## src/rtl/udp_pkg.sv

```systemverilog
// Shared constants and FSM state encoding for the IPv4/UDP receive path.
package udp_pkg;

  localparam logic [15:0] ETHERTYPE_IPV4     = 16'h0800;
  localparam logic [7:0]  IP_PROTO_UDP       = 8'd17;
  localparam int unsigned IPV4_MIN_HDR_BYTES = 20;

  typedef enum logic [2:0] {
    ST_HDR,
    ST_OPT,
    ST_PAYLOAD,
    ST_DROP,
    ST_PAD
  } ip_state_e;

endpackage

```

## src/rtl/ip_csum_acc.sv

```systemverilog
// Byte-serial IPv4 header checksum accumulator (16-bit one's-complement, end-around carry).
// sum_o includes the byte presented this cycle when valid_i is high.
module ip_csum_acc (
  input  logic        clk,
  input  logic        clear_i,
  input  logic        valid_i,
  input  logic [7:0]  byte_i,
  output logic [15:0] sum_o
);

  logic [15:0] sum_q;
  logic        odd_q;
  logic [15:0] addend;
  logic [16:0] sum_raw;
  logic [15:0] sum_fold;

  // Even byte positions are the high half of each 16-bit header word.
  always_comb begin
    addend   = odd_q ? {8'h00, byte_i} : {byte_i, 8'h00};
    sum_raw  = {1'b0, sum_q} + {1'b0, addend};
    sum_fold = sum_raw[15:0] + {15'd0, sum_raw[16]};
    sum_o    = valid_i ? sum_fold : sum_q;
  end

  always_ff @(posedge clk) begin
    if (clear_i) begin
      sum_q <= '0;
      odd_q <= 1'b0;
    end else if (valid_i) begin
      sum_q <= sum_fold;
      odd_q <= ~odd_q;
    end
  end

endmodule

```

## src/rtl/ip_parser.sv

```systemverilog
// IPv4 header parser: filters UDP frames for TARGET_IP_ADDR and forwards the IP payload.
// Define IP_PARSER_CHECKSUM_EN to also require a valid header checksum.
module ip_parser
  import udp_pkg::*;
#(
  parameter int unsigned DATA_WIDTH     = 8,
  parameter logic [31:0] TARGET_IP_ADDR = 32'hC0A8010A
) (
  input  logic                  clk,
  input  logic                  rst,
  input  logic [DATA_WIDTH-1:0] s_axis_tdata,
  input  logic                  s_axis_tvalid,
  input  logic                  s_axis_tlast,
  output logic                  s_axis_tready,
  input  logic [17:0]           s_axis_tuser,
  output logic [DATA_WIDTH-1:0] m_axis_tdata,
  output logic                  m_axis_tvalid,
  output logic                  m_axis_tlast,
  input  logic                  m_axis_tready,
  output logic [48:0]           m_axis_tuser,
  output logic [15:0]           drop_count
);

  ip_state_e state_q;
  logic [15:0] cnt_q, tlen_q, plen_q, drop_q, etype_q;
  logic [7:0]  ver_ihl_q, proto_q;
  logic        mac_q, ferr_q;
  logic [31:0] src_q, dst_q;

  logic [DATA_WIDTH-1:0] m_data_q;
  logic                  m_valid_q, m_last_q;
  logic [48:0]           m_user_q;

  logic        beat, in_hdr, in_opt, byte19, go_opt, hdr_last;
  logic        accept, csum_ok, last_by_len, drop_evt;
  logic [3:0]  ihl;
  logic [15:0] hdr_bytes, plen_now;
  logic [31:0] dst_now;
  logic [7:0]  in_byte;

  assign in_byte       = s_axis_tdata[7:0];
  assign s_axis_tready = (state_q == ST_PAYLOAD) ? (m_axis_tready | ~m_valid_q) : 1'b1;
  assign beat          = s_axis_tvalid & s_axis_tready;
  assign in_hdr        = (state_q == ST_HDR);
  assign in_opt        = (state_q == ST_OPT);
  assign ihl           = ver_ihl_q[3:0];
  assign hdr_bytes     = {10'd0, ihl, 2'b00};
  assign byte19        = in_hdr && (cnt_q == 16'(IPV4_MIN_HDR_BYTES - 1));
  assign go_opt        = byte19 && (ihl > 4'd5);
  assign hdr_last      = (byte19 && (ihl <= 4'd5)) || (in_opt && (cnt_q == hdr_bytes - 16'd1));
  // Last destination byte is still on the bus when IHL=5 evaluates.
  assign dst_now       = in_hdr ? {dst_q[31:8], in_byte} : dst_q;
  assign plen_now      = tlen_q - hdr_bytes;
  assign last_by_len   = ((cnt_q + 16'd1) == plen_q);

`ifdef IP_PARSER_CHECKSUM_EN
  logic [15:0] csum_sum;
  logic        csum_clear;

  assign csum_clear = rst | ~(in_hdr | in_opt) | (beat & (hdr_last | s_axis_tlast));

  ip_csum_acc u_csum (
    .clk     (clk),
    .clear_i (csum_clear),
    .valid_i (beat & (in_hdr | in_opt)),
    .byte_i  (in_byte),
    .sum_o   (csum_sum)
  );

  assign csum_ok = (csum_sum == 16'hFFFF);
`else
  assign csum_ok = 1'b1;
`endif

  assign accept = (etype_q == ETHERTYPE_IPV4) && mac_q && !ferr_q &&
                  (ver_ihl_q[7:4] == 4'd4) && (ihl >= 4'd5) &&
                  (proto_q == IP_PROTO_UDP) && (dst_now == TARGET_IP_ADDR) &&
                  (tlen_q >= hdr_bytes) && csum_ok;

  always_comb begin
    drop_evt = 1'b0;
    if (beat) begin
      case (state_q)
        ST_HDR, ST_OPT: drop_evt = s_axis_tlast && !(hdr_last && accept && (plen_now == '0));
        ST_DROP:        drop_evt = s_axis_tlast;
        default:        drop_evt = 1'b0;
      endcase
    end
  end

  always_ff @(posedge clk) begin
    if (rst) begin
      state_q   <= ST_HDR;
      cnt_q     <= '0;
      tlen_q    <= '0;
      plen_q    <= '0;
      etype_q   <= '0;
      ver_ihl_q <= '0;
      proto_q   <= '0;
      mac_q     <= 1'b0;
      ferr_q    <= 1'b0;
      src_q     <= '0;
      dst_q     <= '0;
      m_data_q  <= '0;
      m_valid_q <= 1'b0;
      m_last_q  <= 1'b0;
      m_user_q  <= '0;
      drop_q    <= '0;
    end else begin
      if (drop_evt && (drop_q != 16'hFFFF)) drop_q <= drop_q + 16'd1;
      if (m_valid_q && m_axis_tready) m_valid_q <= 1'b0;
      if (beat) begin
        case (state_q)
          ST_HDR, ST_OPT: begin
            if (in_hdr) begin
              case (cnt_q)
                16'd0: begin
                  ver_ihl_q <= in_byte;
                  etype_q   <= s_axis_tuser[15:0];
                  mac_q     <= s_axis_tuser[16];
                  ferr_q    <= s_axis_tuser[17];
                end
                16'd2:  tlen_q[15:8]  <= in_byte;
                16'd3:  tlen_q[7:0]   <= in_byte;
                16'd9:  proto_q       <= in_byte;
                16'd12: src_q[31:24]  <= in_byte;
                16'd13: src_q[23:16]  <= in_byte;
                16'd14: src_q[15:8]   <= in_byte;
                16'd15: src_q[7:0]    <= in_byte;
                16'd16: dst_q[31:24]  <= in_byte;
                16'd17: dst_q[23:16]  <= in_byte;
                16'd18: dst_q[15:8]   <= in_byte;
                16'd19: dst_q[7:0]    <= in_byte;
                default: ;
              endcase
            end
            if (hdr_last) begin
              cnt_q  <= '0;
              plen_q <= plen_now;
              if (s_axis_tlast)       state_q <= ST_HDR;
              else if (!accept)       state_q <= ST_DROP;
              else if (plen_now == '0) state_q <= ST_PAD;
              else                    state_q <= ST_PAYLOAD;
            end else if (s_axis_tlast) begin
              state_q <= ST_HDR;
              cnt_q   <= '0;
            end else begin
              cnt_q <= cnt_q + 16'd1;
              if (go_opt) state_q <= ST_OPT;
            end
          end
          ST_PAYLOAD: begin
            m_valid_q <= 1'b1;
            m_data_q  <= s_axis_tdata;
            m_last_q  <= last_by_len | s_axis_tlast;
            m_user_q  <= {s_axis_tlast & ~last_by_len, plen_q, src_q};
            if (s_axis_tlast) begin
              state_q <= ST_HDR;
              cnt_q   <= '0;
            end else if (last_by_len) begin
              state_q <= ST_PAD;
              cnt_q   <= '0;
            end else begin
              cnt_q <= cnt_q + 16'd1;
            end
          end
          ST_DROP, ST_PAD: if (s_axis_tlast) state_q <= ST_HDR;
          default: state_q <= ST_HDR;
        endcase
      end
    end
  end

  assign m_axis_tdata  = m_data_q;
  assign m_axis_tvalid = m_valid_q;
  assign m_axis_tlast  = m_last_q;
  assign m_axis_tuser  = m_user_q;
  assign drop_count    = drop_q;

endmodule

```

## config.mk

```make
export PLATFORM = sky130hd
export DESIGN_NAME = ip_parser
export DESIGN_NICKNAME = d
export VERILOG_FILES = /design/src/rtl/udp_pkg.sv /design/src/rtl/ip_csum_acc.sv /design/src/rtl/ip_parser.sv
export SDC_FILE = /design/constraint.sdc
export NUM_CORES = 1
export LEC_CHECK = 0
export ABC_AREA = 1
export BUFFER_PORTS_ARGS = -buffer_cell sky130_fd_sc_hd__buf_2
export CORE_UTILIZATION = 45
export CTS_BUF_LIST = sky130_fd_sc_hd__clkbuf_8
export DETAILED_ROUTE_END_ITERATION = 10
export GPL_ROUTABILITY_DRIVEN = 0
export PLACE_DENSITY = 0.71
export SLEW_MARGIN = 25
export SYNTH_ARGS = -nofsm -noshare
export SYNTH_HDL_FRONTEND = slang
export SYNTH_HIERARCHICAL = 1
export SYNTH_SLANG_ARGS = --single-unit
```

## constraint.sdc

```tcl
create_clock -name clk -period 5.2 [get_ports clk]
set_input_delay 0.26 -clock clk [delete_from_list [all_inputs] [get_ports clk]]
set_output_delay 0.26 -clock clk [all_outputs]
set_load 0.05 [all_outputs]
```

# [Yosys cells after proc, flatten, opt, wreduce, memory -nomap -nowiden]
# Index checks and enable logic that the tools add are counted.
[word_totals] register_bits=224 in_bits=31 out_inout_bits=76 word_cells=125
[op_classes] addsub=4 order_cmp=4 eq_ne=25 n_mux=22 bitwise_logic=6 n_reduce_logical=41
[ops] operator="16-bit by 4-bit == test with 1-bit output (second input constant)" n=5
[ops] operator="16-bit by 5-bit == test with 1-bit output (second input constant)" n=4
[ops] operator="16-bit two-way mux" n=4
[ops] operator="4-bit AND reduction" n=13
[ops] operator="16-bit by 1-bit adder with 16-bit output (second input constant)" n=2
[ops] operator="16-bit == test" n=2
[ops] operator="16-bit by 2-bit == test with 1-bit output (second input constant)" n=2
[ops] operator="32-bit == test (second input constant)" n=1
[ops] operator="16-bit zero test" n=2
[ops] operator="16-bit one-hot mux with 2 select lines" n=1
[ops] operator="3-bit two-way mux" n=9
[ops] operator="16-bit by 12-bit == test with 1-bit output (second input constant)" n=1
[ops] operator="16-bit by 6-bit >= comparator with 1-bit output" n=1
[ops] operator="1-bit logical AND" n=16
[ops] operator="16-bit != test (second input constant)" n=1
[ops] operator="16-bit by 6-bit subtractor with 16-bit output" n=1
[ops] operator="3-bit one-hot mux with 3 select lines" n=1
[ops] operator="8-bit by 5-bit == test with 1-bit output (second input constant)" n=1
[ops] operator="8-bit two-way mux" n=1
[ops] operator="6-bit by 1-bit subtractor with 7-bit output (second input constant)" n=1
[ops] operator="3-bit by 2-bit == test with 1-bit output (second input constant)" n=2
[ops] operator="1-bit two-way mux" n=5
[ops] operator="4-bit by 3-bit == test with 1-bit output (second input constant)" n=1
[ops] operator="4-bit by 3-bit >= comparator with 1-bit output (second input constant)" n=1
[ops] operator="other kinds (18)" n=24

# [Logic depth before layout (Yosys ltp)]
# Gate-level depths: netlist of the first run.
[depth] word_depth=15 ltp_mapped=20 depth_no_buf=19

# [Worst setup path after synthesis of the first run]
# No wires, ideal clock.
[synth_timing] kind="register to register" from="register ver_ihl_q[0]" to="register drop_q[10] (netlist: drop_count[10])" setup_time_ps=132 arrival_ps=2241 required_time_ps=5068 setup_slack_ps=2826 stages_incl_launch_ff=19 path_buffers=1 synth_period_minus_slack_ps=2374 cell_sequence="dfxtp_1 -> ha_1 -> inv_1 -> fa_1 -> nand2_1 -> nand2_1 -> nand2_2 -> nand3_1 -> xor2_1 -> inv_1 -> nand3_1 -> nor2_1 -> nand3_1 -> nand2_2 -> nand2_4 -> nand2_4 -> buf_8 -> nand2_1 -> a21oi_1"
[synth_via] elab_chain_cells=12 elab_cells_between_ends=21 cone_classes="add/sub (2); order compare (3); eq/ne (1); mux (2); reduce/logical (13)"
[synth_lines] item="start, declared" line="ip_parser.sv:26" rtl="logic [7:0] ver_ihl_q, proto_q;"
[synth_lines] item="start signal, assigned" line="ip_parser.sv:118" rtl="ver_ihl_q <= in_byte;"
[synth_lines] item="branches (longest 6 deep; another with 16-bit by 6-bit subtractor with 16-bit output)"
[synth_lines] item="1-bit logical AND *" line="ip_parser.sv:84" rtl="ST_HDR, ST_OPT: drop_evt = s_axis_tlast && !(hdr_last && accept && (plen_now == '0));"
[synth_lines] item="1-bit zero test *" line="ip_parser.sv:84"
[synth_lines] item="1-bit logical AND *" line="ip_parser.sv:84"
[synth_lines] item="1-bit one-hot mux with 2 select lines *" line="ip_parser.sv:83" rtl="case (state_q)"
[synth_lines] item="1-bit two-way mux *" line="ip_parser.sv:82" rtl="if (beat) begin"
[synth_lines] item="1-bit logical AND *" line="ip_parser.sv:110" rtl="if (drop_evt && (drop_q != 16'hFFFF)) drop_q <= drop_q + 16'd1;"
[synth_lines] item="end signal, assigned" line="ip_parser.sv:110"
[synth_lines] item="end, declared" line="ip_parser.sv:25" rtl="logic [15:0] cnt_q, tlen_q, plen_q, drop_q, etype_q;"
# Every way passes the cells marked *.
# A chain may end at the register's enable or synchronous reset.

# [Worst setup path after layout of the first run]
[layout_timing] from="register state_q[0]" to="register cnt_q[7]"
[layout_via] elab_chain_cells=6 elab_cells_between_ends=14 cone_classes="eq/ne (2); mux (3); bitwise (1); reduce/logical (8)"
[layout_lines] item="start, declared" line="ip_parser.sv:24" rtl="ip_state_e state_q;"
[layout_lines] item="start signal, assigned" line="ip_parser.sv:93" rtl="state_q <= ST_HDR;"
[layout_lines] item="start signal, assigned" line="ip_parser.sv:140" rtl="if (s_axis_tlast) state_q <= ST_HDR;"
[layout_lines] item="start signal, assigned" line="ip_parser.sv:141" rtl="else if (!accept) state_q <= ST_DROP;"
[layout_lines] item="3-bit zero test" line="ip_parser.sv:44, ip_parser.sv:113"
[layout_lines] item="1-bit logical AND" line="ip_parser.sv:48" rtl="assign byte19 = in_hdr && (cnt_q == 16'(IPV4_MIN_HDR_BYTES - 1));"
[layout_lines] item="1-bit logical AND" line="ip_parser.sv:50" rtl="assign hdr_last = (byte19 && (ihl <= 4'd5)) || (in_opt && (cnt_q == hdr_bytes - 16'd1));"
[layout_lines] item="1-bit logical OR" line="ip_parser.sv:50"
[layout_lines] item="16-bit two-way mux" line="ip_parser.sv:137" rtl="if (hdr_last) begin"
[layout_lines] item="16-bit one-hot mux with 2 select lines" line="ip_parser.sv:113" rtl="case (state_q)"
[layout_lines] item="end signal, assigned" line="ip_parser.sv:148" rtl="cnt_q <= cnt_q + 16'd1;"
[layout_lines] item="end signal, assigned" line="ip_parser.sv:164" rtl="cnt_q <= cnt_q + 16'd1;"
[layout_lines] item="end, declared" line="ip_parser.sv:25"
# Parallel ways exist; a longest one is shown, timed or not.

==> metrics.yaml, run 1 <==
cells_and_area:
  multiInputGateArea_mm2: 0.00487
  fin_area_mm2: 0.0118
  fin_cells: 1826
  seq_area_mm2: 0.00448
  areaGrowthSynthToFinish_pct: 14.6
  final_layout_size_suffix_gt1_share_pct: 13.5
  fillers: 2114
  n_antenna_cell: 0
  nets: 1569
sta:
  period_minus_slack_ns: 3.01
  hold_viol: 0
  setup_viol: 0
  drv_slew: 0
  tightest_slew_ns: 0.990
  finalClockSkew_ns: 0.0310
  max_freq_mhz: 332
  period_share_pct: 57.9
  rsz0062_at_grt: "no"
  max_slew_margin_pct: 33.8
  fin_setup_tns_ns: 0
logic_synthesis:
  synth_top_area_share_pct: 43.6
  synth_fa_ha_area_share_pct: 1.53
  synthCells: 1424
  ys_warn_count: 6
  synth_area_leader_cell: "dfxtp_1"
  synth_most_common_cell: "dfxtp_1"
  synth-edff-count: 0
  ys.flop_type: "dfxtp_1"
  synth_top_family_by_area: "simple AND/OR/NAND/NOR gates"
  synth_compound_area_share_pct: 19.8
  netlist_area_mm2: 0.0103
  ys_seq_elements: 224
  ys_seq_area_share_pct: 43.6
  yosysUniqueCellTypes: 43
  synthTopCellsByArea: "dfxtp_1 44%, a21oi_1 9.4%, o21ai_0 8.9%"
  synth.area.mux_share_pct: 0
  synth_xor_area_share_pct: 1.79
  synth_commonest_cells: "224 x dfxtp_1, 201 x nand2_1, 194 x a21oi_1"
  async_flop_share_pct: 0
  synth_fp_nets: 1467
  synth-simple-area-share_pct: 24.2
  syn_area_per_cell_um2: 7.22
min_path:
  hp-class: "primary input to register"
  hold_depth: 3
  hold_start: "s_axis_tlast"
  worstHoldEndpoint: "m_axis_tuser[48]"
floorplanning:
  initial_core_util_pct: 46.5
  core_mm2: 0.0221
  ios: 107
  die_w_um: 153
  rows: 54
  fp.dieH_um: 153
  die_area_mm2: 0.0235
critical_path:
  rr_endpoint: "cnt_q[7]"
  worst-setup-path-type: "register to register"
  arrival_ns: 3.41
  cp-start-kind: "register"
  worst_ep_required_time_ns: 5.60
  worstReg2RegStart: "state_q[0]"
  reg2reg_slack_ns: 2.19
  critPathMaxFanout: 20
  rr_worst_depth: 10
  critPathCaptureType: "register"
routing:
  drt_wl_total_um: 26700
  drc: 0
  ant_nets: 0
  firstDrtPassIters: 5
  avgViaCountPerCell: 5.28
  wire_per_inst_um: 14.6
  vias: 9638
  drtIter0Drc: 663
placed_design:
  place_area_mm2: 0.0109
  dp.cells: 1747
  io_buffers: 106
  hpwl_um: 17600
cts:
  path_clk_slew_ns: 0.06
  cts.path.max_buffers: 3
  numCtsBuffers: 39
  clock_tree.root_cell: "clkbuf_8"
  clock_sinks: 224
  insertion_delay_ns: 0.54
  htreeDepth: 2
  cts_tree: "yes"
  post_cts_buffers: 0
pwr:
  power_density_mw_per_mm2: 343
  power_leakage_nw: 5.01
  power_mw: 4.04
  peakVddDrop_v: 0.000231
grt:
  grt_pass1_vias: 9028
  antenna_found_initial: 0
  grtUsageTotal_pct: 22.8
  overflow: 0
  grt_max_degree: 135
  grt_pass1_wl_um: 43900
run_status:
  outcome: "finished clean"
run:
  maxCapViolCount: 0
==> cells by family after synthesis <==
group | count (synthesis)
buffers and inverters | 229
AO/OA/AOI/OAI | 397
adder cells (fa/ha/maj) | 12
AND/OR/NAND/NOR | 541
XOR/XNOR | 21
flip-flops | 224
==> what timing repair did <==
item                      in CTS  in global routing
hold endpoints to repair      18                  0
resized for setup              0                  0
hold buffers                  18                  0
==> stage by stage <==
step	setup WS, ns	util, %	hold slack [ns]
2_1_floorplan	2.83	-	0.388
6_report	2.19	53.3	0.0801
3_5_place_dp	2.23	49.2	0.439
4_1_cts	2.23	53.3	0.0594
3_3_place_gp	2.25	49.2	0.434
5_1_grt	1.96	53.3	0.0865
==> layout make-up <==
cell class                      instances  share of cell area (%)
Multi-Input combinational cell        971                    41.4
Sequential cell                       224                    38.1
Timing Repair Buffer                  127                    6.22
Clock buffer                           49                    5.72
Inverter                              163                    5.25
Tap cell                              280                    2.97
Clock inverter                         12                   0.404
==> layout by cell type, fill, tap and decap left out, types with 10 or more instances in the layout <==
cell             n
nor3_1          13
xor2_1          15
nand3_1        100
a211oi_1        12
clkbuf_8        49
o21ai_0        183
dlygate4sd3_1   18
nand2_1        201
nor2_1         155
nand4_1         17
ha_1            11
dfxtp_1        224
buf_2          106
inv_1          153
a21oi_1        194
nand3b_1        10
==> report_power, final <==
group          internal, mW  leakage [nW]  total, mW  switching (mW)
Clock                 0.834         0.413       1.52           0.687
Combinational         0.189          2.79      0.686           0.496
Sequential             1.79          1.81       1.83          0.0471
==> flip-flops by register name, indices dropped and copies added (netlist names) <==
name / flops
m_axis_tuser: 49
dst_q: 32
src_q: 32
cnt_q: 16
drop_count: 16
etype_q: 16
plen_q: 16
tlen_q: 16
m_axis_tdata: 8
proto_q: 8
ver_ihl_q: 8
state_q: 3
ferr_q: 1
m_axis_tlast: 1
m_axis_tvalid: 1
mac_q: 1
==> worst max-delay path, stage by stage, from the launching register on <==
cell and delay [ns]:
dfxtp_1 0.37, inv_2 0.14, nand3_2 0.16, inv_2 0.12, nand2_2 0.06, nand2_2 0.18
nor2_1 0.11, nor2_1 0.76, inv_1 0.59, o21ai_0 0.31, a21oi_1 0.06
==> worst max path at each step <==
stage	start	depth (start not counted)	slack, ns	to
2_1_floorplan	ver_ihl_q[0]	18	2.83	drop_count[10]
3_3_place_gp	state_q[0]	10	2.25	cnt_q[9]
3_5_place_dp	state_q[0]	10	2.23	cnt_q[7]
4_1_cts	state_q[0]	10	2.23	cnt_q[7]
5_1_grt	state_q[0]	10	1.96	cnt_q[2]
6_report	state_q[0]	10	2.19	cnt_q[7]
==> per-layer routing <==
metal,part of all wire (%),global-route usage (%),up-vias,routed length [µm]
met4,2.4,9.09,0,651
li1,-,-,4903,-
met5,0,0,-,0
met1,46,29.4,4390,12200
met2,46,37.7,289,12300
met3,5.8,4.11,56,1560
No activity file was read; power rests on OpenSTA's default activity.
==> inputs of run 2 (changes only) <==
Clock period 5.2 ns to 3.02 ns, I/O delays scaled along.
==> metrics.yaml, run 2 (synthesis gave the netlist of run 1 again) <==
critical_path:
  rr_worst_depth: 17  # +7
  critPathCaptureType: "register"
  reg2reg_slack_ns: 0.36  # -1.83 ns
  crit_end: "drop_count[11]"
  worst_ep_required_time_ns: 3.42  # -2.18 ns
  rr_endpoint: "drop_count[11]"
  startpoint: "ver_ihl_q[0]"
  cp-start-kind: "register"
  arrival_ns: 3.05  # -0.36 ns
  worstReg2RegStart: "ver_ihl_q[0]"
  worst-setup-path-type: "register to register"
  critPathMaxFanout: 18  # -10%
grt:
  antenna_found_initial: 0  # unchanged
  grt_pass1_vias: 9013  # -0.17%
  overflow: 0  # unchanged
  grt_max_degree: 68  # -50%
  grtUsageTotal_pct: 22.9  # +0.049 points
  grt_pass1_wl_um: 44100  # +0.61%
cts:
  clock_sinks: 224  # unchanged
  numCtsBuffers: 39  # unchanged
  cts.path.max_buffers: 3  # unchanged
  insertion_delay_ns: 0.54  # about the same
  path_clk_slew_ns: 0.06  # about the same
  clock_tree.root_cell: "clkbuf_8"
  htreeDepth: 2  # unchanged
  cts_tree: "yes"
floorplanning:
  fp.dieH_um: 153  # unchanged
  die_w_um: 153  # unchanged
  initial_core_util_pct: 46.5  # unchanged
  die_area_mm2: 0.0235  # unchanged
  rows: 54  # unchanged
  core_mm2: 0.0221  # unchanged
  ios: 107  # unchanged
placed_design:
  dp_slack_ns: 0.345  # -1.89 ns
  hpwl_um: 18300  # +3.9%
  place_area_mm2: 0.0111  # +1.7%
  io_buffers: 106  # unchanged
sta:
  period_share_pct: 88.0  # +30 points
  finalClockSkew_ns: 0.0353  # +0.00436 ns
  fin_setup_tns_ns: 0  # unchanged
  setup_slack_ns: 0.363  # -1.83 ns
  period_minus_slack_ns: 2.66  # -0.355 ns
  drv_slew: 0  # unchanged
  max_freq_mhz: 376  # +13%
  setup_viol: 0  # unchanged
  hold_viol: 0  # unchanged
  tightest_slew_ns: 0.810  # -0.180 ns
  rsz0062_at_grt: "no"
  max_slew_margin_pct: 45.8  # +12 points
pwr:
  power_density_mw_per_mm2: 584  # +70%
  peakVddDrop_v: 0.000348  # +51%
  power_leakage_nw: 5.18  # +3.3%
cells_and_area:
  final_cell_mix: "224 x dfxtp_1, 201 x nand2_1, 194 x a21oi_1, 183 x o21ai_0"
  multiInputGateArea_mm2: 0.00488  # +0.18%
  areaGrowthSynthToFinish_pct: 17.5
  final_layout_size_suffix_gt1_share_pct: 14.7  # +1.2 points
  fillers: 2121  # +0.33%
  nets: 1595  # +1.7%
  mostFrequentLayoutCell: "dfxtp_1"
  largest_register_ffs: 49  # unchanged
  fin_area_mm2: 0.0121  # +2.6%
  n_antenna_cell: 0  # unchanged
  seq_area_mm2: 0.00448  # unchanged
routing:
  drtIter0Drc: 686  # +3.5%
  drt_wl_total_um: 26800  # +0.38%
  drc: 0  # unchanged
  ant_nets: 0  # unchanged
  vias: 9665  # +0.28%
  wire_per_inst_um: 14.4  # -1.3%
  firstDrtPassIters: 8  # +3
  avgViaCountPerCell: 5.20  # -1.4%
min_path:
  hp-class: "primary input to register"
run:
  maxCapViolCount: 0  # unchanged
run_status:
  outcome: "finished clean"
[run 2: changes by cell type in the layout (fill, tap and decap cells not counted), sizes merged]
| cell | delta |
|---|---|
| buf | +20 |
| dlygate4sd3 | +6 |
| clkinv | -1 |
| inv | +2 |
| clkinvlp | +1 |
| clkbuf | +3 |
[run 2: worst min path at each step]
stage,start,to,depth (start not counted)
finish,s_axis_tdata[4],dst_q[20],3
global route,s_axis_tdata[7],src_q[15],3
floorplan,s_axis_tuser[0],etype_q[0],2
global placement,s_axis_tuser[2],etype_q[2],3
CTS,m_axis_tready,m_axis_tvalid,6
detailed placement,s_axis_tuser[12],etype_q[12],3
[run 2: repair_timing]
| item | in CTS | in global routing |
|---|---|---|
| hold endpoints to repair | 27 | 0 |
| buffers inserted | 0 | 0 |
| setup endpoints to repair | 0 | 1 |
| hold buffers | 24 | 0 |
| gates resized for setup | 0 | 1 |
[run 2: area by class of cell]
type                    instances  share of cell area [%]
clock inverters                14                   0.476
repair buffers                153                    8.12
flip-flops and latches        224                    37.1
multi-input cells             971                    40.4
inverters                     163                    5.09
clock buffers                  52                    5.92
well taps                     280                    2.90
[run 2: critical path, cell delays in order, from the launching register on]
cell     delay (ns)
dfxtp_1        0.41
ha_1           0.17
inv_1          0.06
fa_1           0.40
nand2_1        0.09
nand2_1        0.08
nand2_2        0.13
nand3_1        0.12
xor2_1         0.20
inv_1          0.08
nand3_1        0.07
nor2_1         0.04
nand3_1        0.11
nand2_2        0.07
nand2_4        0.20
nand2_8        0.13
nand2_1        0.10
a21oi_1        0.07
[run 2: metrics by stage]
step / utilization (%) / cells / hold WS (ns) / power, mW
6_report: 54.7 / 1857 / 0.0271 / 7.06
2_1_floorplan: - / 1424 / 0.279 / 4.09
4_1_cts: 54.7 / 1857 / 0.00332 / 7.11
5_1_grt: 54.7 / 1857 / 0.0380 / 7.42
3_5_place_dp: 50.1 / 1767 / 0.390 / 4.37
3_3_place_gp: 50.0 / 1767 / 0.383 / 4.35
[run 2: power breakdown]
group / internal [mW] / switching (mW) / total, mW
clock: 1.52 / 1.18 / 2.71
sequential: 3.08 / 0.0799 / 3.16
combinational: 0.349 / 0.847 / 1.20
[run 2: routing by layer]
| metal | up-vias | wire length [µm] | GRT usage [%] |
|---|---|---|---|
| met4 | 0 | 645 | 7.84 |
| met5 | - | 0 | 0 |
| met3 | 50 | 1770 | 4.31 |
| li1 | 4978 | - | - |
| met2 | 265 | 12300 | 38.4 |
| met1 | 4372 | 12100 | 29.4 |
